[src/rtl/pad_poller.sv]
// Serial game-pad poller: drives a shared latch/pulse pair, shifts NUM_BITS active-low
// bits from each of NUM_PADS data lines and publishes all pads together once per frame.
module pad_poller #(
    parameter int NUM_PADS     = 2,
    parameter int NUM_BITS     = 8,
    parameter int LATCH_CYCLES = 600,
    parameter int HALF_CYCLES  = 300,
    parameter int GAP_CYCLES   = 800000
) (
    input  logic                         clock,
    input  logic                         reset,
    input  logic                         enable,
    input  logic [NUM_PADS-1:0]          data,
    output logic                         latch,
    output logic                         pulse,
    output logic [NUM_PADS*NUM_BITS-1:0] buttons,
    output logic [NUM_PADS*NUM_BITS-1:0] pressed,
    output logic                         frame_valid
);

    localparam int MAX_LH  = (LATCH_CYCLES > HALF_CYCLES) ? LATCH_CYCLES : HALF_CYCLES;
    localparam int MAX_CYC = (MAX_LH > GAP_CYCLES) ? MAX_LH : GAP_CYCLES;
    localparam int CW      = $clog2(MAX_CYC + 1);
    localparam int IW      = $clog2(NUM_BITS);

    localparam logic [CW-1:0] LATCH_LOAD = CW'(LATCH_CYCLES - 1);
    localparam logic [CW-1:0] HALF_LOAD  = CW'(HALF_CYCLES - 1);
    localparam logic [CW-1:0] GAP_LOAD   = CW'(GAP_CYCLES - 1);
    localparam logic [IW-1:0] LAST_BIT   = IW'(NUM_BITS - 1);

    typedef enum logic [2:0] {
        IDLE,
        LATCH,
        LOW,
        PULSE,
        DONE,
        GAP
    } state_t;

    state_t                             state, state_next;
    logic [CW-1:0]                      count, count_next;
    logic [IW-1:0]                      index, index_next;
    logic [NUM_PADS-1:0]                sync1, sync2;
    logic [NUM_PADS-1:0][NUM_BITS-1:0]  shift;
    logic                               sample;
    logic                               publish;
    logic                               last;

    assign last = (count == '0);

    always_comb begin
        state_next = state;
        count_next = count;
        index_next = index;
        sample     = 1'b0;
        publish    = 1'b0;
        case (state)
            IDLE: begin
                if (enable) begin
                    state_next = LATCH;
                    count_next = LATCH_LOAD;
                end
            end
            LATCH: begin
                if (last) begin
                    state_next = LOW;
                    count_next = HALF_LOAD;
                    index_next = '0;
                end else begin
                    count_next = count - 1'b1;
                end
            end
            LOW: begin
                if (last) begin
                    sample     = 1'b1;
                    count_next = HALF_LOAD;
                    state_next = (index == LAST_BIT) ? DONE : PULSE;
                end else begin
                    count_next = count - 1'b1;
                end
            end
            PULSE: begin
                if (last) begin
                    state_next = LOW;
                    count_next = HALF_LOAD;
                    index_next = index + 1'b1;
                end else begin
                    count_next = count - 1'b1;
                end
            end
            DONE: begin
                publish    = 1'b1;
                state_next = GAP;
                count_next = GAP_LOAD;
            end
            GAP: begin
                if (last) begin
                    state_next = enable ? LATCH : IDLE;
                    count_next = enable ? LATCH_LOAD : '0;
                end else begin
                    count_next = count - 1'b1;
                end
            end
            default: begin
                state_next = IDLE;
                count_next = '0;
            end
        endcase
    end

    // latch/pulse are registered from the next state so they line up exactly with the state
    always_ff @(posedge clock or negedge reset) begin
        if (!reset) begin
            state       <= IDLE;
            count       <= '0;
            index       <= '0;
            sync1       <= '0;
            sync2       <= '0;
            shift       <= '0;
            latch       <= 1'b0;
            pulse       <= 1'b0;
            buttons     <= '0;
            pressed     <= '0;
            frame_valid <= 1'b0;
        end else begin
            state <= state_next;
            count <= count_next;
            index <= index_next;
            sync1 <= data;
            sync2 <= sync1;
            latch <= (state_next == LATCH);
            pulse <= (state_next == PULSE);
            if (sample) begin
                for (int unsigned p = 0; p < NUM_PADS; p++) begin
                    shift[p][index] <= ~sync2[p];
                end
            end
            frame_valid <= publish;
            if (publish) begin
                buttons <= shift;
                pressed <= shift & ~buttons;
            end else begin
                pressed <= '0;
            end
        end
    end

endmodule

[config.mk]
export PLATFORM = sky130hd
export DESIGN_NAME = pad_poller
export DESIGN_NICKNAME = d
export VERILOG_FILES = /design/src/rtl/pad_poller.sv
export SDC_FILE = /design/constraint.sdc
export NUM_CORES = 1
export LEC_CHECK = 0
export CORE_ASPECT_RATIO = 1.2
export CORE_MARGIN = 10
export CORE_UTILIZATION = 28
export DETAILED_ROUTE_END_ITERATION = 10
export PLACE_DENSITY_LB_ADDON = 0.25
export SLEW_MARGIN = 20
export SYNTH_ARGS = -nofsm -noshare
export SYNTH_HDL_FRONTEND = slang
export SYNTH_SLANG_ARGS = --single-unit
[constraint.sdc]
create_clock -name clock -period 3.2 [get_ports clock]
set_clock_uncertainty 0.05 [all_clocks]
set_input_delay 0.64 -clock clock [delete_from_list [all_inputs] [get_ports clock]]
set_output_delay 0.64 -clock clock [all_outputs]
set_load 0.01 [all_outputs]
After elaboration in Yosys (flattened, before gate mapping). Cells that the tools add are included.

Add/sub/neg operators: 2. Order comparisons: 2. Eq/ne operators: 11. Muxes and demuxes: 23. Bitwise gates (word level): 4. Reductions and logical operators: 7.

Operator list (number): case mux 20 bit (4 select lines) (1); 2-to-1 mux 20 bit (3); 2-to-1 mux 3 bit (7); logical NOT 20 bit (1); subtractor 20 x 1 -> 20 bit, second input constant (1); bitwise AND 16 bit (1); bitwise mux 8 bit (2); 2-to-1 mux 16 bit (1); NOT 16 bit (1); case mux 3 bit (5 select lines) (1); 2-to-1 mux 10 bit (1); == test 3 x 2 -> 1 bit, second input constant (3); == test 3 bit, second input constant (3); == test 3 x 1 -> 1 bit, second input constant (2); != test 2 bit, second input constant (3); case mux 3 bit (2 select lines) (1); 2-to-1 mux 1 bit (5); < comparator 3 x 4 -> 1 bit, second input constant (1); adder 3 x 1 -> 3 bit, second input constant (1); demux 1 bit (select 3 bit) (1); greater-or-equal comparator 3 x 1 -> 1 bit, second input constant (1); logical NOT 3 bit (1); AND reduction 3 bit (1); OR reduction 3 bit (1); 4 further kinds (5).

Register bits: 81. Bits of input ports: 5. Output and inout port bits: 35. Logic and storage cells: 61.

Logic depth before layout (Yosys ltp).
Depth after elaboration: 5. Gate-level depth with buffers: 7. Mapped depth without buffers: 6.

Worst setup path after synthesis. OpenSTA, ideal clock, no wires.

Kind: register to register. Start point: register count[16]. End point: register shift[10] (netlist bit). Library setup time: 0.079 ns. Arrival time: 2.078 ns. Data required time: 3.071 ns. Setup slack: 0.993 ns. Stages on the path, launching flop included: 6. Buffers on the path: 0. Period minus slack after synthesis: 2.207 ns. Cell sequence: dfrtp_1 or3_4 or3b_4 or4_4 nor4_4 mux2i_1.

Longest elaborated chain between the ends: 3.

RTL lines: start: declaration (RTL line 41) `logic [CW-1:0] count, count_next;`; start signal: assignment (RTL line 127) `count <= count_next;`; logical NOT 20 bit (RTL line 49) `assign last = (count == '0);`; 2-to-1 mux 1 bit (RTL line 74) `if (last) begin`; 2-to-1 mux 1 bit (RTL line 57) `case (state)`; end signal: indexed assignment (RTL line 135) `shift[p][index] <= ~sync2[p];`; end: declaration (RTL line 44) `logic [NUM_PADS-1:0][NUM_BITS-1:0] shift;`.

No other way between the ends. A chain may end at the register's enable or synchronous reset.

Final worst setup path.
Start point: register count[4]. End point: register shift[2] (netlist bit).

Same word-level chain as after synthesis.

==> key figures <==
Drt
  – Routed WL per cell: 14.7 um
  – # DRC: 0
  – Met1 Wirelength: ~3500 um
  – Vias: 2757
  – Routed Antenna Nets: 0
  – Top Layer Used: met4
  – Vias per std cell: 4.90
  – Initial DRC Count: 213
  – Routed wl met2: ~4200 um
  – Met3 Wirelength: 455 um
  – Total Wirelength: 8290 um
  – Pre-antenna DRT Iters: 4

Clock tree
  – Sink Count: 81
  – TritonCTS clock tree: built
  – Num CTS Buffers: 9
  – Hold-fix buffers, CTS: 0
  – Postcts setup bufs: 0
  – Clk root buf: clkbuf_16
  – Worst-path clk slew: 0.06 ns
  – Max clock buf depth: 2
  – Worst skew pair latency: roughly 0.34 ns
  – Post-CTS sizing: 0
  – Max H-tree Level: 3

Logic synthesis
  – Number of synthesized flops with an enable pin: 0
  – Avg Cell Area, Syn: a little over 10 sq um
  – Synth top area share: ~56%
  – Biggest area consumer among synthesized cells: dfrtp_1
  – Sequential fraction of the synthesis area: 55.8%
  – Syn_nets: 362
  – Post-Syn Area: 3630 sq um
  – Number of synthesized register bits: 81
  – Syn. warnings: 0
  – Most used DFF post-synth: dfrtp_1
  – FFs w/ async S/R, synth: 100%
  – Top cells by area, synth: dfrtp_1 (56%), mux2i_1 (5.5%), o21ai_0 (4.1%)
  – Unique cell type count in the Yosys netlist: 50
  – Mapped Cells: 353

Power
  – Comb pwr share: 16.0%
  – Internal Power: 1.88 mW
  – Power density cells: 600 nW/um^2
  – P_sw: 818 uW
  – Sequential fraction of design power: between 40% and 50%
  – Switching Fraction: 30.3%
  – Final total power: 2.70 mW
  – Static leakage: 1.89 nW
  – Max VDD drop: 0.193 mV
  – Clock share of power: 35.7%

Global routing
  – First-pass GRT wire length: 14000 um
  – Antenna violations before repair: 0
  – Maximum number of pins on one net before global-route repair: 82
  – Overflow after GRT: 0
  – GRT Util Overall: 9.97%
  – Vias in the first global route: 2716

Min path
  – Worst hold path type: in2async

Outcome
  – Status: finished, final reports clean

STA
  – RSZ-0062 raised after global routing: no
  – Final setup vio count: 0
  – Final period util: 76.0%
  – Hold Vio Cnt, Final: 0
  – Slew @ Worst Pin: 0.728 ns
  – Final TNS setup: 0 ns
  – Relative slew slack: 51.0%
  – Fmax: 0.411 GHz
  – Minimum clock period: 2.43 ns
  – Pins Over Slew Limit: 0

Die
  – Io pins: 40
  – Initial core utilization: between 20% and 30%
  – # rows: 45
  – Core area: 12700 sq um
  – Die Y: 145 um
  – DIE WIDTH: between 100 and 150 um
  – Die area: 17900 sq um

Finish
  – Layout area overhead: 24.0%
  – Area occupied by multi-input gates: 1440 sq um
  – Antenna cell count: 0
  – Reg area: 2030 sq um
  – Fill count: between 1000 and 1500
  – Share of cells above drive strength 1: 9.02%
  – Final #Nets: 403
  – Final core utilization: 35.5%

Setup path
  – Reg-to-reg slack, setup: approximately 0.77 ns
  – Worst Path Max Fanout: 7
  – Startpoint types: register
  – WP data arrival: ~2.6 ns
  – Worst flop-to-flop path startpoint: count[4]
  – Setup crit start: count[4]
  – Critical Path RT: 3.41 ns
  – Setup crit end kind: register
  – Critical path class: reg2reg
  – Setup crit end: shift[2]
  – Reg2reg path depth: 5
  – Worst r2r dst: shift[2]

Placement
  – DP HPWL: 5880 um
  – Port Buf Inserts: 39
  – Placer congestion estimate: just over 0.8

Run
  – Max-cap viol count: 0
==> stage by stage <==
step / cell area (sq um) / setup slack [ns] / cells / hold WS [ns]
finish: 4500 / 0.767 / 563 / 0.283
global route: 4500 / 0.572 / 563 / 0.310
CTS: 4500 / 0.750 / 563 / 0.305
detailed placement: 4220 / 0.771 / 547 / 0.295
global placement: 4220 / 0.793 / 547 / 0.288
floorplan: 3630 / 0.993 / 353 / 0.281
==> worst min path at each step <==
stage	cells past startpoint	slack (ns)	end
final	1	0.28	count[13]
after global routing	0	0.31	sync2[1]
after CTS	0	0.31	sync2[1]
after detailed placement	0	0.30	sync2[0]
after global placement	0	0.29	sync2[1]
after floorplan	0	0.28	sync2[0]
==> flip-flops by register name, indices dropped and copies added (netlist names) <==
signal and cells:
buttons 16, pressed 16, latch 1, count 20, state 3, pulse 1, frame_valid 1, sync2 2
sync1 2, index 3, shift 16
==> cells in the mapped netlist, types with 9 or more instances <==
cell	instances
nand2_1	36
inv_1	30
nor3_1	25
a31oi_1	9
a21oi_1	17
mux2i_1	20
o21ai_0	30
nor2_1	19
clkbuf_1	12
dfrtp_1	81
==> cells in the final DEF (no fill, tap or decap), types with 3 or more instances in the layout <==
cell type and count:
nor3_1 25, mux2i_1 20, nor2_1 19, nor4_4 3, nand3_1 4, nand2_1 36
a31oi_1 9, dfrtp_1 81, xnor2_1 3, o21ai_0 30, clkdlybuf4s50_1 38, or3_1 5
o211ai_1 5, buf_4 6, o22ai_1 4, o31a_1 3, clkbuf_16 9, a21oi_1 17
ha_1 4, nand4_1 5, inv_1 30
==> layer usage <==
| layer | up-vias | global-route usage (%) |
|---|---|---|
| met4 | 0 | 5.10 |
| met5 | - | 0 |
| met2 | 54 | 16.3 |
| met3 | 11 | 2.29 |
| li1 | 1337 | - |
| met1 | 1355 | 11.9 |
==> power groups by stage <==
| stage | Sequential (mW) | Clock, mW | Combinational [mW] |
|---|---|---|---|
| 2_1_floorplan | 1.27 | 0 | 0.330 |
| 3_3_place_gp | 1.31 | 0 | 0.431 |
| 3_5_place_dp | 1.32 | 0 | 0.435 |
| 4_1_cts | 1.30 | 0.989 | 0.438 |
| 5_1_grt | 1.32 | 1.04 | 0.496 |
| 6_report | 1.30 | 0.965 | 0.432 |
==> layout make-up <==
| class | count | area share [%] |
|---|---|---|
| Sequential cell | 81 | 45.0 |
| Multi-Input combinational cell | 227 | 32.0 |
| Timing Repair Buffer | 45 | 9.70 |
| Inverter | 30 | 2.50 |
| Clock inverter | 6 | 0.945 |
| Clock buffer | 10 | 5.31 |
| Tap cell | 164 | 4.56 |
==> cell families after synthesis <==
kind of cell / Yosys count / synth area share, %
mux: 20 / 5.51
flops: 81 / 55.8
xor+xnor: 4 / 0.965
buf+inv: 45 / 4.69
simple gates: 114 / 17.3
compound gates: 85 / 14.4
fa+ha+maj: 4 / 1.38
==> critical path: stages (launching register included) <==
cell and delay (ns):
dfrtp_1 0.46, nor4_4 0.40, nand4_1 0.35, or4_4 0.65, nor4_4 0.22, mux2i_1 0.22
(Power assumes the default switching activity.)
